$ cat config.mk
export PLATFORM = sky130hd
export DESIGN_NAME = chopper_out_arb
export DESIGN_NICKNAME = d
export VERILOG_FILES = /design/src/rtl/chopper_out_arb.sv
export SDC_FILE = /design/constraint.sdc
export NUM_CORES = 1
export LEC_CHECK = 0
export CAP_MARGIN = 20
export CORE_AREA = 2 2 190 192
export DETAILED_ROUTE_END_ITERATION = 10
export DIE_AREA = 0 0 192 194
export DONT_BUFFER_PORTS = 1
export GPL_ROUTABILITY_DRIVEN = 1
export PLACE_DENSITY = 0.35
export SYNTH_ARGS = -nofsm -noshare
export SYNTH_HDL_FRONTEND = slang
export SYNTH_SLANG_ARGS = --single-unit
$ cat constraint.sdc
create_clock -name Clk -period 4.63 [get_ports Clk]
set_input_delay 0.463 -clock Clk [delete_from_list [all_inputs] [get_ports Clk]]
set_output_delay 0.463 -clock Clk [all_outputs]
set_load 0.02 [all_outputs]
$ cat src/rtl/chopper_out_arb.sv
// chopper_out_arb: round-robin packet arbiter merging N_SRC beat streams onto
// one registered output bus. A grant covers one whole packet (Sop..Eop),
// followed by a one-cycle gap before the next arbitration.
// Optional: define CHOPPER_ARB_WATCHDOG_EN to add a silent-owner watchdog that
// terminates a stalled packet with an error Eop after TIMEOUT idle cycles.
module chopper_out_arb #(
  parameter int unsigned DAT_WIDTH = 64,
  parameter int unsigned N_SRC     = 4,
  parameter int unsigned TIMEOUT   = 255,
  localparam int unsigned MOD_W    = $clog2(DAT_WIDTH / 8) + 1
) (
  input  logic                       Clk,
  input  logic                       Rst,
  input  logic [N_SRC-1:0]           Src_Req,
  output logic [N_SRC-1:0]           Src_Gnt,
  input  logic [N_SRC-1:0]           Src_Val,
  input  logic [N_SRC-1:0]           Src_Sop,
  input  logic [N_SRC-1:0]           Src_Eop,
  input  logic [N_SRC-1:0]           Src_Error,
  input  logic [N_SRC*MOD_W-1:0]     Src_Mod,
  input  logic [N_SRC*DAT_WIDTH-1:0] Src_Dat,
  input  logic [N_SRC*16-1:0]        Src_PktLen,
  input  logic [N_SRC*8-1:0]         Src_PktType,
  output logic                       OutBus_Val,
  output logic                       OutBus_Sop,
  output logic                       OutBus_Eop,
  output logic                       OutBus_Error,
  output logic [MOD_W-1:0]           OutBus_Mod,
  output logic [DAT_WIDTH-1:0]       OutBus_Dat,
  output logic [15:0]                OutBus_PktLen,
  output logic [7:0]                 OutBus_PktType,
  output logic [2:0]                 Arb_Owner,
  output logic                       Arb_Busy
);

  localparam int unsigned SEL_W = (N_SRC > 1) ? $clog2(N_SRC) : 1;

  // Elaboration-time parameter range guards
  if (N_SRC < 2 || N_SRC > 8) begin : g_bad_nsrc
    $error("chopper_out_arb: N_SRC must be 2..8");
  end
  if (DAT_WIDTH != 16 && DAT_WIDTH != 32 && DAT_WIDTH != 64) begin : g_bad_width
    $error("chopper_out_arb: DAT_WIDTH must be 16, 32 or 64");
  end
  if (TIMEOUT < 1 || TIMEOUT > 65535) begin : g_bad_timeout
    $error("chopper_out_arb: TIMEOUT must be 1..65535");
  end

  typedef enum logic [1:0] {S_IDLE = 2'd0, S_XFER = 2'd1, S_GAP = 2'd2} state_t;

  state_t             r_state, w_state_nxt;
  logic [SEL_W-1:0]   r_owner, w_owner_nxt, w_winner, w_idx;
  logic               w_found;
  logic [N_SRC-1:0]   r_gnt, w_gnt_nxt;
  logic               r_busy, w_busy_nxt;
  logic               r_sop_seen, w_sop_seen_nxt;
  logic               r_first, w_first_nxt;
  logic               r_ob_val, r_ob_sop, r_ob_eop, r_ob_err;
  logic               w_ob_val_nxt, w_ob_sop_nxt, w_ob_eop_nxt, w_ob_err_nxt;
  logic [MOD_W-1:0]   r_ob_mod, w_ob_mod_nxt;
  logic [DAT_WIDTH-1:0] r_ob_dat, w_ob_dat_nxt;
  logic [15:0]        r_ob_len, w_ob_len_nxt;
  logic [7:0]         r_ob_typ, w_ob_typ_nxt;
  logic               w_own_val, w_own_sop, w_own_eop, w_own_err;
  logic               w_wd_fire;

  logic [MOD_W-1:0]     w_mod [N_SRC];
  logic [DAT_WIDTH-1:0] w_dat [N_SRC];
  logic [15:0]          w_len [N_SRC];
  logic [7:0]           w_typ [N_SRC];

  // Unpack the per-source payload slices
  for (genvar gi = 0; gi < N_SRC; gi++) begin : g_unpack
    assign w_mod[gi] = Src_Mod[gi*MOD_W +: MOD_W];
    assign w_dat[gi] = Src_Dat[gi*DAT_WIDTH +: DAT_WIDTH];
    assign w_len[gi] = Src_PktLen[gi*16 +: 16];
    assign w_typ[gi] = Src_PktType[gi*8 +: 8];
  end

  // Owner beat qualifiers; only meaningful while a grant is active
  assign w_own_val = (r_state == S_XFER) && Src_Val[r_owner];
  assign w_own_sop = Src_Sop[r_owner];
  assign w_own_eop = Src_Eop[r_owner];
  assign w_own_err = Src_Error[r_owner];

  // Round-robin search starting one past the last owner
  always_comb begin
    w_found  = 1'b0;
    w_winner = r_owner;
    w_idx    = r_owner;
    for (int unsigned k = 1; k <= N_SRC; k++) begin
      w_idx = SEL_W'((32'(r_owner) + k) % N_SRC);
      if (!w_found && Src_Req[w_idx]) begin
        w_found  = 1'b1;
        w_winner = w_idx;
      end
    end
  end

`ifdef CHOPPER_ARB_WATCHDOG_EN
  logic [15:0] r_wd_cnt, w_wd_cnt_nxt;

  assign w_wd_fire = (r_state == S_XFER) && !w_own_val && (r_wd_cnt == 16'(TIMEOUT - 1));

  // Count consecutive owner-silent XFER cycles
  always_comb begin
    w_wd_cnt_nxt = r_wd_cnt;
    if (r_state != S_XFER || w_own_val || w_wd_fire) w_wd_cnt_nxt = '0;
    else                                             w_wd_cnt_nxt = r_wd_cnt + 16'd1;
  end

  // Watchdog counter register
  always_ff @(posedge Clk) begin
    if (!Rst) r_wd_cnt <= '0;
    else      r_wd_cnt <= w_wd_cnt_nxt;
  end
`else
  assign w_wd_fire = 1'b0;
`endif

  // State register
  always_ff @(posedge Clk) begin
    if (!Rst) r_state <= S_IDLE;
    else      r_state <= w_state_nxt;
  end

  // Next-state logic
  always_comb begin
    w_state_nxt = r_state;
    case (r_state)
      S_IDLE:  if (w_found) w_state_nxt = S_XFER;
      S_XFER:  if ((w_own_val && w_own_eop) || w_wd_fire) w_state_nxt = S_GAP;
      S_GAP:   w_state_nxt = S_IDLE;
      default: w_state_nxt = S_IDLE;
    endcase
  end

  // Next values of grant, owner tracking and the output bus
  always_comb begin
    w_gnt_nxt      = r_gnt;
    w_owner_nxt    = r_owner;
    w_busy_nxt     = r_busy;
    w_sop_seen_nxt = r_sop_seen;
    w_first_nxt    = r_first;
    w_ob_val_nxt   = 1'b0;
    w_ob_sop_nxt   = 1'b0;
    w_ob_eop_nxt   = 1'b0;
    w_ob_err_nxt   = 1'b0;
    w_ob_mod_nxt   = r_ob_mod;
    w_ob_dat_nxt   = r_ob_dat;
    w_ob_len_nxt   = r_ob_len;
    w_ob_typ_nxt   = r_ob_typ;
    case (r_state)
      S_IDLE: begin
        if (w_found) begin
          w_gnt_nxt      = N_SRC'(1) << w_winner;
          w_owner_nxt    = w_winner;
          w_busy_nxt     = 1'b1;
          w_sop_seen_nxt = 1'b0;
          w_first_nxt    = 1'b1;
        end
      end
      S_XFER: begin
        if (w_own_val) begin
          w_ob_val_nxt   = 1'b1;
          w_ob_sop_nxt   = w_own_sop;
          w_ob_eop_nxt   = w_own_eop;
          w_ob_err_nxt   = w_own_err | (r_first & ~w_own_sop) | (w_own_sop & r_sop_seen);
          w_ob_mod_nxt   = w_mod[r_owner];
          w_ob_dat_nxt   = w_dat[r_owner];
          w_ob_len_nxt   = w_len[r_owner];
          w_ob_typ_nxt   = w_typ[r_owner];
          w_first_nxt    = 1'b0;
          if (w_own_sop) w_sop_seen_nxt = 1'b1;
          if (w_own_eop) begin
            w_gnt_nxt  = '0;
            w_busy_nxt = 1'b0;
          end
        end else if (w_wd_fire) begin
          w_ob_val_nxt = 1'b1;
          w_ob_eop_nxt = 1'b1;
          w_ob_err_nxt = 1'b1;
          w_ob_mod_nxt = '0;
          w_ob_dat_nxt = '0;
          w_gnt_nxt    = '0;
          w_busy_nxt   = 1'b0;
        end
      end
      default: ;
    endcase
  end

  // Output and tracking registers
  always_ff @(posedge Clk) begin
    if (!Rst) begin
      r_gnt      <= '0;
      r_owner    <= SEL_W'(N_SRC - 1);
      r_busy     <= 1'b0;
      r_sop_seen <= 1'b0;
      r_first    <= 1'b0;
      r_ob_val   <= 1'b0;
      r_ob_sop   <= 1'b0;
      r_ob_eop   <= 1'b0;
      r_ob_err   <= 1'b0;
      r_ob_mod   <= '0;
      r_ob_dat   <= '0;
      r_ob_len   <= '0;
      r_ob_typ   <= '0;
    end else begin
      r_gnt      <= w_gnt_nxt;
      r_owner    <= w_owner_nxt;
      r_busy     <= w_busy_nxt;
      r_sop_seen <= w_sop_seen_nxt;
      r_first    <= w_first_nxt;
      r_ob_val   <= w_ob_val_nxt;
      r_ob_sop   <= w_ob_sop_nxt;
      r_ob_eop   <= w_ob_eop_nxt;
      r_ob_err   <= w_ob_err_nxt;
      r_ob_mod   <= w_ob_mod_nxt;
      r_ob_dat   <= w_ob_dat_nxt;
      r_ob_len   <= w_ob_len_nxt;
      r_ob_typ   <= w_ob_typ_nxt;
    end
  end

  assign Src_Gnt        = r_gnt;
  assign Arb_Owner      = 3'(r_owner);
  assign Arb_Busy       = r_busy;
  assign OutBus_Val     = r_ob_val;
  assign OutBus_Sop     = r_ob_sop;
  assign OutBus_Eop     = r_ob_eop;
  assign OutBus_Error   = r_ob_err;
  assign OutBus_Mod     = r_ob_mod;
  assign OutBus_Dat     = r_ob_dat;
  assign OutBus_PktLen  = r_ob_len;
  assign OutBus_PktType = r_ob_typ;

endmodule

==> results of run 1 <==
-- power groups by stage --
stage / sequential, uW / combinational (uW) / clock, uW
2_1_floorplan: 1240 / 744 / 0
3_3_place_gp: 1350 / 850 / 0
3_5_place_dp: 1350 / 846 / 0
4_1_cts: 1330 / 850 / 846
5_1_grt: 1340 / 915 / 873
6_report: 1320 / 834 / 800
-- per-layer routing --
layer  global-route usage (%)  up-vias  wire length [um]
met3                     3.66       17              2070
met4                     4.16        2               337
met5                        0        -                13
li1                         -     2313                 -
met1                     15.0     2563              9810
met2                     22.7      259             13000
-- worst max-delay path: cells and delay by family, from the launching register on --
family / cells / cell delay (ns)
compound gates: 1 / 0.17
buf+inv: 1 / 0.70
flops: 1 / 0.79
mux: 2 / 0.79
-- worst paths after layout --
path | to | slack (ns)
min reg2reg | r_first | 0.49
min | r_owner[1] | 0.19
max reg2reg | OutBus_Error | 2.02
max | OutBus_Error | 2.02
-- registers in the layout, indices dropped and copies added, names as in the netlist, 2 cells and up --
register,count
OutBus_PktLen,16
OutBus_PktType,8
r_owner,2
Src_Gnt,4
r_state,2
OutBus_Mod,4
OutBus_Dat,64
-- layout by cell type, fill, tap and decap left out, types with 4 or more instances in the layout --
cell,synthesis,final
a21oi_1,94,94
buf_4,8,10
nor2_1,4,4
dfxtp_1,107,104
mux2i_1,4,4
nand3_1,96,96
o211ai_1,9,9
mux4_2,94,94
o21ai_0,98,98
clkbuf_16,0,9
-- final cells by class --
cell class	instances	area, um2
clock buffer	12	256
tap	461	577
antenna	1	2.50
timing repair buffer	11	95.1
multi-input combinational	429	3920
sequential	107	2150
fill	3828	28200
clock inverter	4	33.8
inverter	5	21.3
-- logic make-up (layout without fill, tap and decap cells) --
family	count (synthesis)	count (layout)	synth area share [%]
mux	100	100	33.9
compound gates	213	213	17.6
simple gates	115	115	9.11
flops	107	107	33.3
buf+inv	83	32	6.00
other cells	1	2	0.0583
-- through the flow --
step	area [um2]	utilization, %
6_report	7060	20.0
4_1_cts	7060	20.0
5_1_grt	7060	20.0
2_1_floorplan	6430	-
3_3_place_gp	6770	19.2
3_5_place_dp	6770	19.2
==> metrics.txt, run 1 <==
status=completed; critical path type=reg -> reg; DR vias=5154; total power=2950 uW; Fin Hold WS=0.190 ns; CP Capture Type=register; largest cells by area after synthesis=dfxtp_1 33%, mux4_2 33%, o21ai_0 7.6%; root buffer cell=clkbuf_16; clock skew=0.0112 ns; total of max-cap violations=0; VDD IR-drop max=0.187 mV; Critical Path Source=r_owner[1]; CTS Buf Count=9; Seq pwr share=44.6%; Critical Path AT=2.88 ns; share of cells above drive strength 1=22.7%; clock buffer depth=2; Die Ht=194 um; Final nets=953; R2R cell count=4; initial DRC count=244; area share of the leading cell type in the synthesized netlist=33.3%; clk sinks=107; # resized after CTS=0; Slew HR=49.7%; DR vias/cell=5.00; Hold Buf Count CTS=0; worst-skew pair later-pin latency=0.37 ns; Post-synth top cells=107 x dfxtp_1, 98 x o21ai_0, 96 x nand3_1; flops & latches, synth=107; crit-path cells=buf_4 -> mux4_2 -> mux2_1 -> o21a_1; Post-synth EDFFs=0; Mapped Area=6430 um2; placed cell count=1013; Logic pwr share=28.3%; CTS tree=done; antenna-violating nets left=0; max-slew violations=0; Worst-path clk slew=0.08 ns; fin crit period=2.61 ns; Synth cell types=37; Syn Inst Count=619; die extent in x=192 um; Min-Delay Path Depth=1; ys async rst share=0%; WL/cell=24.5 um; final setup fails=0; vias in the first global route=5283; NetSw=1100 uW; class of the tightest hold or removal check=in -> reg; Clock power frac=27.1%; Top FF cell, synth=dfxtp_1; setup TNS=0 ns; initial antenna violation count=2; Critical Path RT=4.91 ns; critical-path maximum fanout=54; initial core utilization=18.2%; slowest stage delay, CP=0.79 ns; post-CTS setup buffer count=0; non-filler cells, final=1030; Placer Congestion=0.717; most frequent cell after synthesis=dfxtp_1; RSZ-0062 raised after global routing=false; area of the core=35200 um2; TritonRoute pass-1 iters=4; Critical R2R Launch=r_owner[1]; Clock H-tree levels=3; die area=37200 um2; final hold vios=0; pin count of the biggest net entering global routing=64; Port Buffers=0; Synth Net Count=1009; global route total overflow=0; pwr/cell area=418 nW/um2; drt drc=0; Critical-path top delay cell=dfxtp_4; io pins=494; Leak Pwr=0.00217 uW; period utilization=56.3%; Synth Warn #=0; Tightest Pin Transition=0.755 ns; Int Pwr=1850 uW; setup slack after layout=2.02 ns; first-pass GRT wire length=35100 um; hold path start=Rst; Syn Area/Cell=10.4 um2; HPWL after DPL=18500 um; Worst setup SP type=register; Switching Fraction=37.2%; Area Overhead vs Synth=9.87%; Seq/Total Area, Yosys=33.3%; post-synth top area cell=dfxtp_1; fmax=384 MHz; DRT Wirelength=25200 um; Rows=69; Place WS=1.96 ns; Total GRT Usage=12.9%
Power figures use the tool's default switching activity.
==> inputs of run 2 (changes only) <==
CORE_AREA = 2 2 194 196   (was 2 2 190 192)
DIE_AREA = 0 0 196 198   (was 0 0 192 194)
clock period = 2.1 ns   (was 4.63 ns; I/O delays follow)
==> metrics.txt, run 2 (synthesis results as in run 1) <==
Leak Pwr=0.00231 uW (+6.6%); die area=38800 um2 (+4.2%); CTS Buf Count=9 (unchanged); placed cell count=1042 (+2.9%); Slew HR=56.6% (+6.9 points); period utilization=87.2% (+31 points); final setup fails=0 (unchanged); total of max-cap violations=0 (unchanged); drt drc=0 (unchanged); critical path type=reg -> reg; most frequent cells in the layout=104 x dfxtp_1, 98 x o21ai_0, 96 x nand3_1; Critical Path RT=2.38 ns (-2.53 ns); max-slew violations=0 (unchanged); RSZ-0062 raised after global routing=false; WL/cell=23.9 um (-2.2%); DR vias/cell=4.93 (-1.5%); fin crit period=1.83 ns (-0.775 ns); clk sinks=107 (unchanged); share of cells above drive strength 1=24.8% (+2.1 points); first-pass GRT wire length=35600 um (+1.3%); initial DRC count=290 (+19%); Clock H-tree levels=3 (unchanged); antenna-violating nets left=0 (unchanged); Worst setup SP type=register; Port Buffers=0 (unchanged); Diodes inserted=0 (-1); Placer Congestion=0.747 (+4.1%); CP Capture Type=register; Total GRT Usage=12.5% (-0.37 points); Die Ht=198 um (+2.1%); VDD IR-drop max=0.403 mV (+120%); class of the tightest hold or removal check=in -> reg; Worst-path clk slew=0.08 ns (about the same); io pins=494 (unchanged); CTS tree=done; pin count of the biggest net entering global routing=95 (+48%); Fin Hold WS=0.0987 ns (-0.0918 ns); Area Overhead vs Synth=14.3%; Rows=71 (+2.9%); non-filler cells, final=1059 (+2.8%); max FFs per register=64 (unchanged); vias in the first global route=5350 (+1.3%); TritonRoute pass-1 iters=5 (+1); pwr/cell area=910 nW/um2 (+120%); initial core utilization=17.4% (-0.86 points); status=completed; Final nets=970 (+1.8%); final hold vios=0 (unchanged); critical-path maximum fanout=33 (-39%); area of the core=37000 um2 (+4.9%); fmax=546 MHz (+42%); initial antenna violation count=5 (+3); total power=6690 uW (+130%); global route total overflow=0 (unchanged); root buffer cell=clkbuf_16; HPWL after DPL=18600 um (+0.28%); DR vias=5220 (+1.3%); clock buffer depth=2 (unchanged); Tightest Pin Transition=0.651 ns (-0.104 ns); post-CTS setup buffer count=0 (unchanged); clock skew=0.00618 ns (-0.00498 ns); worst-skew pair later-pin latency=0.38 ns (about the same); commonest non-fill, non-tap cell in the layout=dfxtp_1; Critical Path AT=2.11 ns (-0.77 ns); die extent in x=196 um (+2.1%); DRT Wirelength=25300 um (+0.59%); setup TNS=0 ns (unchanged)
-- run 2: final timing paths --
path	start	endpoint	slack [ns]	cells after the start
max	r_owner[0]	OutBus_Error	0.27	4
min	Rst	Src_Gnt[2]	0.1	2
max reg2reg	r_owner[0]	OutBus_Error	0.27	4
min reg2reg	r_first	r_first	0.48	2
-- run 2: where the power goes --
part | total, uW | internal (uW) | leakage [uW] | switching (uW)
Clock | 1760 | 847 | 0.000140 | 913
Sequential | 2800 | 2290 | 0.000874 | 518
Combinational | 2120 | 1070 | 0.00130 | 1060
Total | 6690 | 4200 | 0.00231 | 2490
-- run 2: layout make-up --
| type | instances | area [um2] |
|---|---|---|
| Timing Repair Buffer | 28 | 375 |
| Clock buffer | 11 | 243 |
| Multi-Input combinational cell | 429 | 3920 |
| Fill cell | 4033 | 29600 |
| Sequential cell | 107 | 2150 |
| Tap cell | 474 | 593 |
| Inverter | 5 | 21.3 |
| Clock inverter | 5 | 37.5 |
-- run 2: stage by stage --
step / worst slack (ns) / area (um2) / utilization [%]
after CTS: 0.234 / 7350 / 19.9
after floorplan: 0.320 / 6430 / -
after global routing: 0.175 / 7350 / 19.9
after detailed placement: 0.244 / 7060 / 19.1
after global placement: 0.264 / 7060 / 19.1
final: 0.269 / 7350 / 19.9
-- run 2: what timing repair did --
item / 4_1_cts / 5_1_grt
gates resized for setup: 0 / 0
hold buffers: 1 / 0
hold endpoints to repair: 9 / 0
-- run 2: worst max-delay path, stage by stage (launching register included) --
cell	delay, ns
dfxtp_4	0.40
buf_12	0.24
mux4_2	0.58
mux2_1	0.33
o21a_1	0.16
-- run 2: per-layer routing --
layer / vias up / GRT usage [%] / part of all wire, % / wire [um]
met1: 2547 / 14.0 / 38 / 9660
met5: - / 0 / 0.28 / 71
met4: 10 / 5.39 / 2.4 / 601
met3: 34 / 3.78 / 8.2 / 2070
met2: 277 / 22.2 / 51 / 13000
li1: 2352 / - / - / -
==> inputs of run 3 (changes only) <==
--- a/config.mk
+++ b/config.mk
@@ -14,2 +14,3 @@
 export PLACE_DENSITY = 0.35
+export REMOVE_ABC_BUFFERS = 1
 export SYNTH_ARGS = -nofsm -noshare
==> constraint.sdc (replaced) <==
create_clock -name Clk -period 2.1 [get_ports Clk]
set_input_delay 0.315 -clock Clk [delete_from_list [all_inputs] [get_ports Clk]]
set_output_delay 0.315 -clock Clk [all_outputs]
set_load 0.02 [all_outputs]
==> metrics.txt, run 3 (synthesis results as in run 1) <==
total of max-cap violations=0 (unchanged); first-pass GRT wire length=34600 um (-2.8%); root buffer cell=clkbuf_16; Final nets=962 (-0.82%); WL/cell=23.8 um (-0.72%); fillers=4053 (+0.50%); post-CTS setup buffer count=0 (unchanged); Tightest Pin Transition=0.611 ns (-0.0406 ns); vias in the first global route=5161 (-3.5%); antenna-violating nets left=0 (unchanged); Placer Congestion=0.789 (+5.7%); Rows=71 (unchanged); Clock H-tree levels=3 (unchanged); total power=6580 uW (-1.6%); commonest non-fill, non-tap cell in the layout=dfxtp_1; HPWL after DPL=18600 um (+0.19%); Min-Delay Path Depth=1 (-1); non-filler cells, final=1053 (-0.57%); CTS Buf Count=9 (unchanged); global route total overflow=0 (unchanged); Worst-path clk slew=0.08 ns (about the same); Total GRT Usage=12.2% (-0.35 points); Slew HR=59.3% (+2.7 points); initial antenna violation count=10 (+5); RR Endpoint=r_state[0]; status=completed; fin crit period=1.86 ns (+0.0267 ns); drt drc=0 (unchanged); DR vias=5265 (+0.86%); RSZ-0062 raised after global routing=false; Critical Path RT=2.36 ns (-0.02 ns); DR vias/cell=5.00 (+1.4%); Hold Buf Count CTS=0 (-1); max FFs per register=64 (unchanged); die area=38800 um2 (unchanged); most frequent cells in the layout=104 x dfxtp_1, 98 x o21ai_0, 96 x nand3_1; DRT Wirelength=25000 um (-1.3%); TritonRoute pass-1 iters=5 (unchanged); Critical Path AT=2.12 ns (about the same); fmax=538 MHz (-1.4%); Leak Pwr=0.00226 uW (-2.5%); Area Overhead vs Synth=13.1%; io pins=494 (unchanged); clk sinks=107 (unchanged); CTS tree=done; hold path start=Rst; area of the core=37000 um2 (unchanged); Critical R2R Launch=r_owner[0]; hold path endpoint=r_owner[1]; period utilization=88.5% (+1.3 points); Port Buffers=0 (unchanged); # resized after CTS=0 (unchanged); class of the tightest hold or removal check=in -> reg; pin count of the biggest net entering global routing=56 (-41%); max-slew violations=0 (unchanged); final hold vios=0 (unchanged); final setup fails=0 (unchanged); Worst setup SP type=register; flop-to-flop setup slack=0.24 ns (-0.03 ns); die extent in x=196 um (unchanged); critical-path maximum fanout=50 (+52%); placed cell count=1035 (-0.67%); initial DRC count=263 (-9.3%); Die Ht=198 um (unchanged); CP Capture Type=register; pwr/cell area=905 nW/um2 (-0.59%); initial core utilization=17.4% (unchanged); R2R cell count=5 (+1); worst-skew pair later-pin latency=0.38 ns (about the same); clock skew=0.00556 ns (-0.000627 ns); share of cells above drive strength 1=23.6% (-1.2 points); clock buffer depth=2 (unchanged); critical path type=reg -> reg; VDD IR-drop max=0.504 mV (+25%)
==> run 3: changes by cell type in the layout (fill, tap and decap cells not counted), sizes merged, moves of 2 or more <==
cell,before,now
clkinvlp,0,2
clkinv,6,1
diode,0,3
buf,27,20
==> run 3: power by group <==
| group | switching [uW] | internal (uW) | leakage (uW) |
|---|---|---|---|
| clock | 856 | 876 | 0.000130 |
| sequential | 531 | 2290 | 0.000874 |
| combinational | 1010 | 1020 | 0.00125 |
==> run 3: worst max-delay path by stage <==
stage | startpoint | end | slack [ns] | depth (start not counted)
floorplan | r_owner[0] | r_sop_seen | -6.62 | 4
global placement | r_owner[0] | r_state[0] | 0.26 | 5
detailed placement | r_owner[0] | r_state[0] | 0.23 | 5
CTS | r_owner[0] | r_state[0] | 0.21 | 5
global route | r_owner[0] | r_state[0] | 0.12 | 5
finish | r_owner[0] | r_state[0] | 0.24 | 5
==> run 3: critical path: stages (launching register included) <==
cell and delay, ns:
dfxtp_4 0.50, mux2i_1 0.43, o22a_4 0.24, buf_12 0.22, nor2_1 0.10, a2111oi_0 0.25
==> run 3: through the flow <==
| step | worst slack (ns) | hold WS [ns] | cell area, um2 | utilization (%) | TNS [ns] |
|---|---|---|---|---|---|
| CTS | 0.206 | 0.00301 | 7260 | 19.7 | 0 |
| detailed placement | 0.227 | 0.420 | 6980 | 18.9 | 0 |
| finish | 0.242 | 0.0329 | 7270 | 19.7 | 0 |
| floorplan | -6.62 | 0.391 | 6060 | - | -660.91 |
| global route | 0.122 | 0.0151 | 7270 | 19.7 | 0 |
| global placement | 0.257 | 0.425 | 6980 | 18.9 | 0 |
==> run 3: final cells by class <==
| type | instances | area, um2 | share of cell area [%] |
|---|---|---|---|
| Clock buffer | 12 | 258 | 3.55 |
| Inverter | 5 | 23.8 | 0.327 |
| Clock inverter | 3 | 23.8 | 0.327 |
| Multi-Input combinational cell | 429 | 3920 | 54.0 |
| Tap cell | 474 | 593 | 8.16 |
| Sequential cell | 107 | 2150 | 29.6 |
| Antenna cell | 3 | 7.51 | 0.103 |
| Timing Repair Buffer | 20 | 288 | 3.96 |
==> run 3: layer usage <==
layer  wire length [um]  vias to the layer above  track usage [%]
met3               2450                       31             4.26
li1                   -                     2332                -
met1               9330                     2586             14.0
met4                519                       14             5.58
met2              12600                      302             20.5
met5                 90                        -                0
